**src/rtl/div_arbiter.sv**
```systemverilog
// Shared signed restoring divider with a two-requester round-robin front end.
// One request is accepted in IDLE, 8 magnitude steps run in CALC, and FIX applies signs and reports.
module div_arbiter #(
    parameter int WIDTH = 8
) (
    input  logic             clk,
    input  logic             rst,
    input  logic             req0,
    input  logic [WIDTH-1:0] A0,
    input  logic [WIDTH-1:0] B0,
    input  logic             req1,
    input  logic [WIDTH-1:0] A1,
    input  logic [WIDTH-1:0] B1,
    output logic             gnt0,
    output logic             gnt1,
    output logic             done0,
    output logic             done1,
    output logic [WIDTH-1:0] Cociente,
    output logic [WIDTH-1:0] Residuo,
    output logic             div_zero,
    output logic             busy
);

    localparam int CW = (WIDTH > 1) ? $clog2(WIDTH) : 1;
    localparam logic [CW-1:0] LAST_STEP = CW'(WIDTH - 1);

    typedef enum logic [1:0] {
        IDLE = 2'd0,
        CALC = 2'd1,
        FIX  = 2'd2
    } state_t;

    state_t           r_state;
    state_t           w_nextState;

    logic             r_last;
    logic             r_owner;
    logic             r_signA;
    logic             r_signB;
    logic             r_bZero;
    logic [WIDTH-1:0] r_A;
    logic [WIDTH-1:0] r_magB;
    logic [WIDTH-1:0] r_quot;
    logic [WIDTH-1:0] r_rem;
    logic [CW-1:0]    r_step;

    logic             r_gnt0;
    logic             r_gnt1;
    logic             r_done0;
    logic             r_done1;
    logic [WIDTH-1:0] r_cociente;
    logic [WIDTH-1:0] r_residuo;
    logic             r_divZero;

    logic             w_start;
    logic             w_pick1;
    logic [WIDTH-1:0] w_selA;
    logic [WIDTH-1:0] w_selB;
    logic [WIDTH-1:0] w_magA;
    logic [WIDTH-1:0] w_magB;
    logic [WIDTH:0]   w_shift;
    logic             w_fits;
    logic [WIDTH-1:0] w_sub;
    logic [WIDTH-1:0] w_quotSigned;
    logic [WIDTH-1:0] w_remSigned;

    always_ff @(posedge clk) begin
        if (rst) begin
            r_state <= IDLE;
        end else begin
            r_state <= w_nextState;
        end
    end

    // r_last holds the requester served most recently; on a tie the other one wins.
    always_comb begin
        w_nextState = r_state;
        w_start     = 1'b0;
        w_pick1     = 1'b0;
        case (r_state)
            IDLE: begin
                if (req0 || req1) begin
                    w_start     = 1'b1;
                    w_pick1     = req1 && (!req0 || !r_last);
                    w_nextState = CALC;
                end
            end
            CALC: begin
                if (r_step == LAST_STEP) begin
                    w_nextState = FIX;
                end
            end
            FIX: begin
                w_nextState = IDLE;
            end
            default: begin
                w_nextState = IDLE;
            end
        endcase
    end

    always_comb begin
        w_selA       = w_pick1 ? A1 : A0;
        w_selB       = w_pick1 ? B1 : B0;
        w_magA       = w_selA[WIDTH-1] ? (~w_selA + 1'b1) : w_selA;
        w_magB       = w_selB[WIDTH-1] ? (~w_selB + 1'b1) : w_selB;
        w_shift      = {r_rem, r_quot[WIDTH-1]};
        w_fits       = w_shift >= {1'b0, r_magB};
        w_sub        = w_shift[WIDTH-1:0] - r_magB;
        w_quotSigned = (r_signA ^ r_signB) ? (~r_quot + 1'b1) : r_quot;
        w_remSigned  = r_signA ? (~r_rem + 1'b1) : r_rem;
    end

    // Dividend magnitude shifts out of r_quot MSB-first while quotient bits shift in.
    always_ff @(posedge clk) begin
        if (rst) begin
            r_last     <= 1'b1;
            r_owner    <= 1'b0;
            r_signA    <= 1'b0;
            r_signB    <= 1'b0;
            r_bZero    <= 1'b0;
            r_A        <= '0;
            r_magB     <= '0;
            r_quot     <= '0;
            r_rem      <= '0;
            r_step     <= '0;
            r_gnt0     <= 1'b0;
            r_gnt1     <= 1'b0;
            r_done0    <= 1'b0;
            r_done1    <= 1'b0;
            r_cociente <= '0;
            r_residuo  <= '0;
            r_divZero  <= 1'b0;
        end else begin
            r_gnt0  <= 1'b0;
            r_gnt1  <= 1'b0;
            r_done0 <= 1'b0;
            r_done1 <= 1'b0;
            case (r_state)
                IDLE: begin
                    if (w_start) begin
                        r_owner <= w_pick1;
                        r_gnt0  <= !w_pick1;
                        r_gnt1  <= w_pick1;
                        r_A     <= w_selA;
                        r_signA <= w_selA[WIDTH-1];
                        r_signB <= w_selB[WIDTH-1];
                        r_bZero <= (w_selB == '0);
                        r_magB  <= w_magB;
                        r_quot  <= w_magA;
                        r_rem   <= '0;
                        r_step  <= '0;
                    end
                end
                CALC: begin
                    r_rem  <= w_fits ? w_sub : w_shift[WIDTH-1:0];
                    r_quot <= {r_quot[WIDTH-2:0], w_fits};
                    r_step <= r_step + 1'b1;
                end
                FIX: begin
                    // A zero divisor still costs full latency; the result is forced here.
                    r_cociente <= r_bZero ? '1 : w_quotSigned;
                    r_residuo  <= r_bZero ? r_A : w_remSigned;
                    r_divZero  <= r_bZero;
                    r_done0    <= !r_owner;
                    r_done1    <= r_owner;
                    r_last     <= r_owner;
                end
                default: begin
                end
            endcase
        end
    end

    assign gnt0     = r_gnt0;
    assign gnt1     = r_gnt1;
    assign done0    = r_done0;
    assign done1    = r_done1;
    assign Cociente = r_cociente;
    assign Residuo  = r_residuo;
    assign div_zero = r_divZero;
    assign busy     = (r_state == CALC) || (r_state == FIX);

endmodule

```
**config.mk**
```make
export PLATFORM = sky130hd
export DESIGN_NAME = div_arbiter
export DESIGN_NICKNAME = d
export VERILOG_FILES = /design/src/rtl/div_arbiter.sv
export SDC_FILE = /design/constraint.sdc
export NUM_CORES = 1
export LEC_CHECK = 0
export ABC_AREA = 1
export BUFFER_PORTS_ARGS = -buffer_cell sky130_fd_sc_hd__buf_2
export CORE_ASPECT_RATIO = 2
export CORE_UTILIZATION = 35
export DETAILED_ROUTE_END_ITERATION = 7
export PLACE_DENSITY = 0.56
export SETUP_SLACK_MARGIN = 0.5
export SYNTH_ARGS = -nofsm -noshare
export SYNTH_HDL_FRONTEND = slang
export SYNTH_SLANG_ARGS = --single-unit
```
**constraint.sdc**
```tcl
create_clock -name clk -period 2.1 [get_ports clk]
set_input_delay 0.42 -clock clk [delete_from_list [all_inputs] [get_ports clk]]
set_output_delay 0.42 -clock clk [all_outputs]
set_load 0.1 [all_outputs]
```
After elaboration in Yosys (flattened, before gate mapping). Cells that the tools add are included.

$add $sub $neg: 6. Reduce and logical (&&, ||, !) cells: 16. Bitwise gates (word level): 8. Multiplexer cells: 22. Order comparisons: 1. Eq/ne operators: 6.

Operator list (count): $mux W8 (11); $add A8 B1 Y8 const B (4); $not A8 Y8 (4); $pmux W8 S2 (2); $ge A9 B8 Y1 (1); $logic_not A8 Y1 (1); $sub A8 B8 Y8 (1); $ne A2 B2 Y1 const B (3); $pmux W3 S2 (1); $reduce_and A2 Y1 (3); $logic_not A1 Y1 (4); $mux W1 (4); $mux W2 (2); $pmux W2 S2 (1); $add A3 B1 Y3 const B (1); $eq A3 B3 Y1 const B (1); $logic_or A1 B1 Y1 (3); $mux W3 (1); $not A1 Y1 (3); $reduce_or A3 Y1 (1); $eq A2 B1 Y1 const B (1); $eq A2 B2 Y1 const B (1); $logic_not A2 Y1 (1); $reduce_bool A2 Y1 (1); other kinds (3) (3).

Flip-flop bits (word level): 63. Logic and storage cells: 77.

Depth between registers and ports, before layout.
Word-level depth: 11. Mapped depth: 17. Depth with buffers taken out: 16.

Worst setup path after synthesis. No wires, ideal clock.

Path type: reg-to-reg. Start point: reg r_state[0]. End point: reg r_quot[4]. Stages on the path, launching flop included: 17. Library setup time: 0.133 ns. Arrival: 1.860 ns. Period minus slack after synthesis: 1.993 ns. Slack: 0.107 ns. Buffers on the path: 1. Cell sequence: dfxtp_1 inv_1 ha_1 nand2_2 clkinv_4 nand2_4 buf_12 nand2_1 nand2_1 ha_1 inv_1 nor2_1 nand2_1 nand2_1 nor2_1 o21ai_0 a21oi_1.

Word-level cells in the longest chain between the ends: 8. Elaborated cells between the ends (all ways): 13.

RTL lines: from (decl) (RTL line 33) `state_t r_state;`; from (signal assigned) (RTL line 71) `r_state <= w_nextState;`; $logic_not A2 Y1 (RTL line 80, 139); $mux W1 (RTL line 80) `case (r_state)`; $mux W8 (RTL line 103) `w_selA = w_pick1 ? A1 : A0;`; $not A8 Y8 (RTL line 105) `w_magA = w_selA[WIDTH-1] ? (~w_selA + 1'b1) : w_selA;`; $add A8 B1 Y8 (RTL line 105); $mux W8 (RTL line 105); $mux W8 (RTL line 141) `if (w_start) begin`; $pmux W8 S2 (RTL line 139) `case (r_state)`; to (signal assigned) (RTL line 150) `r_quot <= w_magA;`; to (signal assigned) (RTL line 157) `r_quot <= {r_quot[WIDTH-2:0], w_fits};`; to (decl) (RTL line 43) `logic [WIDTH-1:0] r_quot;`.

Several ways; a longest one is shown, not always the timed one. The select of a mux whose other input is x is not followed. A chain may end at the register's enable or synchronous reset.

Worst setup path in the final report.
Start point: reg r_state[0]. End point: reg r_magB[6].

Word-level cells in the longest chain between the ends: 6. Elaborated cells between the ends (all ways): 8.

RTL lines: $logic_not A2 Y1 * (RTL line 80, 139); $mux W1 (RTL line 80); $mux W8 (RTL line 104) `w_selB = w_pick1 ? B1 : B0;`; $not A8 Y8 (RTL line 106) `w_magB = w_selB[WIDTH-1] ? (~w_selB + 1'b1) : w_selB;`; $add A8 B1 Y8 (RTL line 106); $mux W8 (RTL line 106); to (signal assigned) (RTL line 149) `r_magB <= w_magB;`; to (decl) (RTL line 42) `logic [WIDTH-1:0] r_magB;`.

Mark *: on every way between the ends. The rest lies on a longest branch, timed or not.

==> qor.txt <==
Fraction of layout cells with a size suffix above 1: 43.0%
Vias: 4107
Layout Utilization: 54.5%
Max-slew headroom: 60.9%
Footprint of the multi-input gates: 2840 µm²
IR Drop Worst-Case VDD: 1.45 mV
Register area share after synthesis: 32.8%
Clock-pin slew of the registers on the worst-case setup and hold paths: 50 ps
Max Slew Vio Count: 0
Worst hold path type: primary input to flop
CP Max Fanout: 5
Synth async-reset ratio: 0%
Post-CTS Hold Buffers: 0
Largest net degree at the start of global routing: 33
Bufs on Longest Clock Path: 2
Number of synthesized flops with an enable pin: 0
Total core area: 10500 µm²
Worst r2r src: r_state[0]
DRC: 0
Worst hold slack: 442 ps
Chip height: 149 µm
Cell Int Power: 4.71 mW
Storage cell area: 1270 µm²
Top Ports: 58
Reg2reg path depth: 14
Yosys top cell area share: 32.8%
WHS Path Cells: 4
Antenna Nets Post-Route: 0
Congestion Overflow GR: 0
Setup crit start: r_state[0]
Die Width: 75.6 µm
Switching part of the total power: 47.3%
Ys flop type: dfxtp_1
WL/cell: 15.1 µm
Most common cell after layout, fill and taps aside: nand2_1
Min cycle time layout: 1850 ps
Starting density of the core: 35.9%
Final Hold Violating Endpoints: 0
Layout Nets: 727
Setup TNS: 0 ps
Post-Syn Area per Cell: 6.73 µm²
Max Cap Violations: 0
Status: complete, no violations
CP Capture Type: flop
Logic pwr share: 62.4%
Global-route wire length before repair: 19200 µm
Final setup fails: 0
P_sw: 4.22 mW
Clock power share: 17.9%
CP Launch Type: flop
Worst Setup Path Type: flop to flop
Pleak: 2.61 nW
Post-synthesis cell type count: 39
Diodes inserted: 0
Antenna violations before repair: 0
RSZ-0062 raised after global routing: true
Maximum clock rate: 0.541 GHz
Yosys warning count: 0
Synth area leaders: dfxtp_1 (33%), nand2_1 (13%), inv_1 (7.8%)
Drt first pass iters: 4
Beginning of the worst hold path: B0[5]
Final period util: 88.0%
# fillers: 976
Fraction of power consumed by sequential logic: 19.7%
Synthesized cell area: 3790 µm²
CP Data Required Time: 2320 ps
Pwr per Cell Area: 1550 nW/µm²
Root Buffer: clkbuf_16
TritonCTS clock tree: done
Reg2reg setup slack: 250 ps
DP HPWL: 8290 µm
Worst-skew pair later-pin latency: 330 ps
Synth-to-layout area growth: 51.7%
Routed wire length: 12300 µm
Skew final: 4.40 ps
Yosys top cell by area: dfxtp_1
Synth Register Bits: 62
Die area: 11300 µm²
Worst-Margin Slew: 585 ps
Post-Synthesis Cells: 563
Highest-count cells in the layout ignoring fill and taps: nand2_1 (104), inv_1 (61), buf_2 (56)
Vias per inst: 5.05
Final Cell Area: 5750 µm²
Post-Place Cell Area: 4440 µm²
Rows: 53
Clk sinks: 62
Port Buffer Count: 57
WP data arrival: 2060 ps
GR Util All Layers: 22.8%
Number of CTS-inserted buffers: 9
Vias in the first global route: 4015
Drt initial violations: 143
H-tree Lvls: 3
Routability Congestion: 0.912
Net Count, Synth: 618
==> cells in the mapped netlist (2+ instances only) <==
master / n
nor2_1: 34
o21ai_0: 37
nand4_1: 3
nand2_2: 6
o21ai_2: 5
buf_12: 2
inv_2: 4
o21bai_1: 4
clkbuf_1: 16
o211ai_1: 16
o221ai_1: 3
nor3_1: 5
nand2_1: 132
nand3_1: 41
xnor2_1: 6
dfxtp_1: 62
a31oi_1: 5
ha_1: 18
a21oi_1: 53
inv_1: 79
a21oi_2: 2
or2_2: 2
xor2_1: 6
o21ai_1: 7
==> worst paths after layout <==
kind	end
worst min register to register	done1
worst min-delay path	r_magB[7]
worst max register to register	r_magB[6]
worst max-delay path	r_magB[6]
==> state kept, by name, indices dropped and copies added (netlist names) <==
name and count:
done0 1, r_signA 1, div_zero 1, Residuo 8, r_step 3, gnt0 1
Cociente 8, r_bZero 1, r_state 2, r_last 1, r_owner 1, done1 1
r_A 7, gnt1 1, r_magB 8, r_rem 8, r_quot 8, r_signB 1
==> stage by stage <==
stage	total power, mW	cells	setup WS, ps
2_1_floorplan	4.84	563	385
3_3_place_gp	5.67	750	151
3_5_place_dp	5.70	750	106
4_1_cts	8.15	798	314
5_1_grt	9.49	814	143
6_report	8.93	814	251
==> per-layer routing <==
layer / vias to the layer above / global-route usage (%) / routed length (µm)
met4: 0 / 11.2 / 490
met1: 1947 / 22.3 / 4400
met5: - / 0 / 0
li1: 2056 / - / -
met2: 75 / 43.5 / 7140
met3: 29 / 3.65 / 255
==> cell type report <==
| class | instances | share of cell area, % |
|---|---|---|
| clock buffers | 12 | 4.29 |
| flip-flops and latches | 62 | 22.2 |
| well taps | 137 | 2.98 |
| repair buffers | 115 | 13.8 |
| repair inverters | 1 | 0.152 |
| inverters | 85 | 6.05 |
| multi-input cells | 398 | 49.3 |
| clock inverters | 4 | 1.22 |
==> cells by family (layout without fill, tap and decap cells) <==
group / Yosys count / after routing / synth area share (%)
adders and majority gates: 19 / 19 / 6.47
AOI/OAI and AO/OA: 134 / 134 / 20.3
and+or+nand+nor: 231 / 233 / 26.1
buffers and inverters: 105 / 217 / 11.6
xor gates and xnor gates: 12 / 12 / 2.77
DFF: 62 / 62 / 32.8
==> power by group through the flow <==
stage | clock (mW) | sequential [mW] | combinational [mW]
after global routing | 1.68 | 1.80 | 6.01
after global placement | 0 | 1.75 | 3.92
after CTS | 1.63 | 1.75 | 4.77
after detailed placement | 0 | 1.76 | 3.95
after floorplan | 0 | 2.20 | 2.64
final | 1.60 | 1.76 | 5.58
==> what timing repair did <==
item	in CTS	in global routing
setup endpoints to repair	37	46
gates resized for setup	85	78
cloned	3	0
buffers inserted	29	16
pin swaps	39	45
==> worst max-delay path: stages, from the launching register on <==
cell and delay (ps):
dfxtp_2 350, inv_4 50, ha_4 170, nand2_8 80, clkinv_8 80, nand2_8 110, buf_12 120, nand2_4 50
o21ai_4 80, ha_4 190, nand3_4 100, nor2_4 150, inv_2 40, a21oi_2 100, a21oi_1 60
Power figures use the tool's default switching activity.
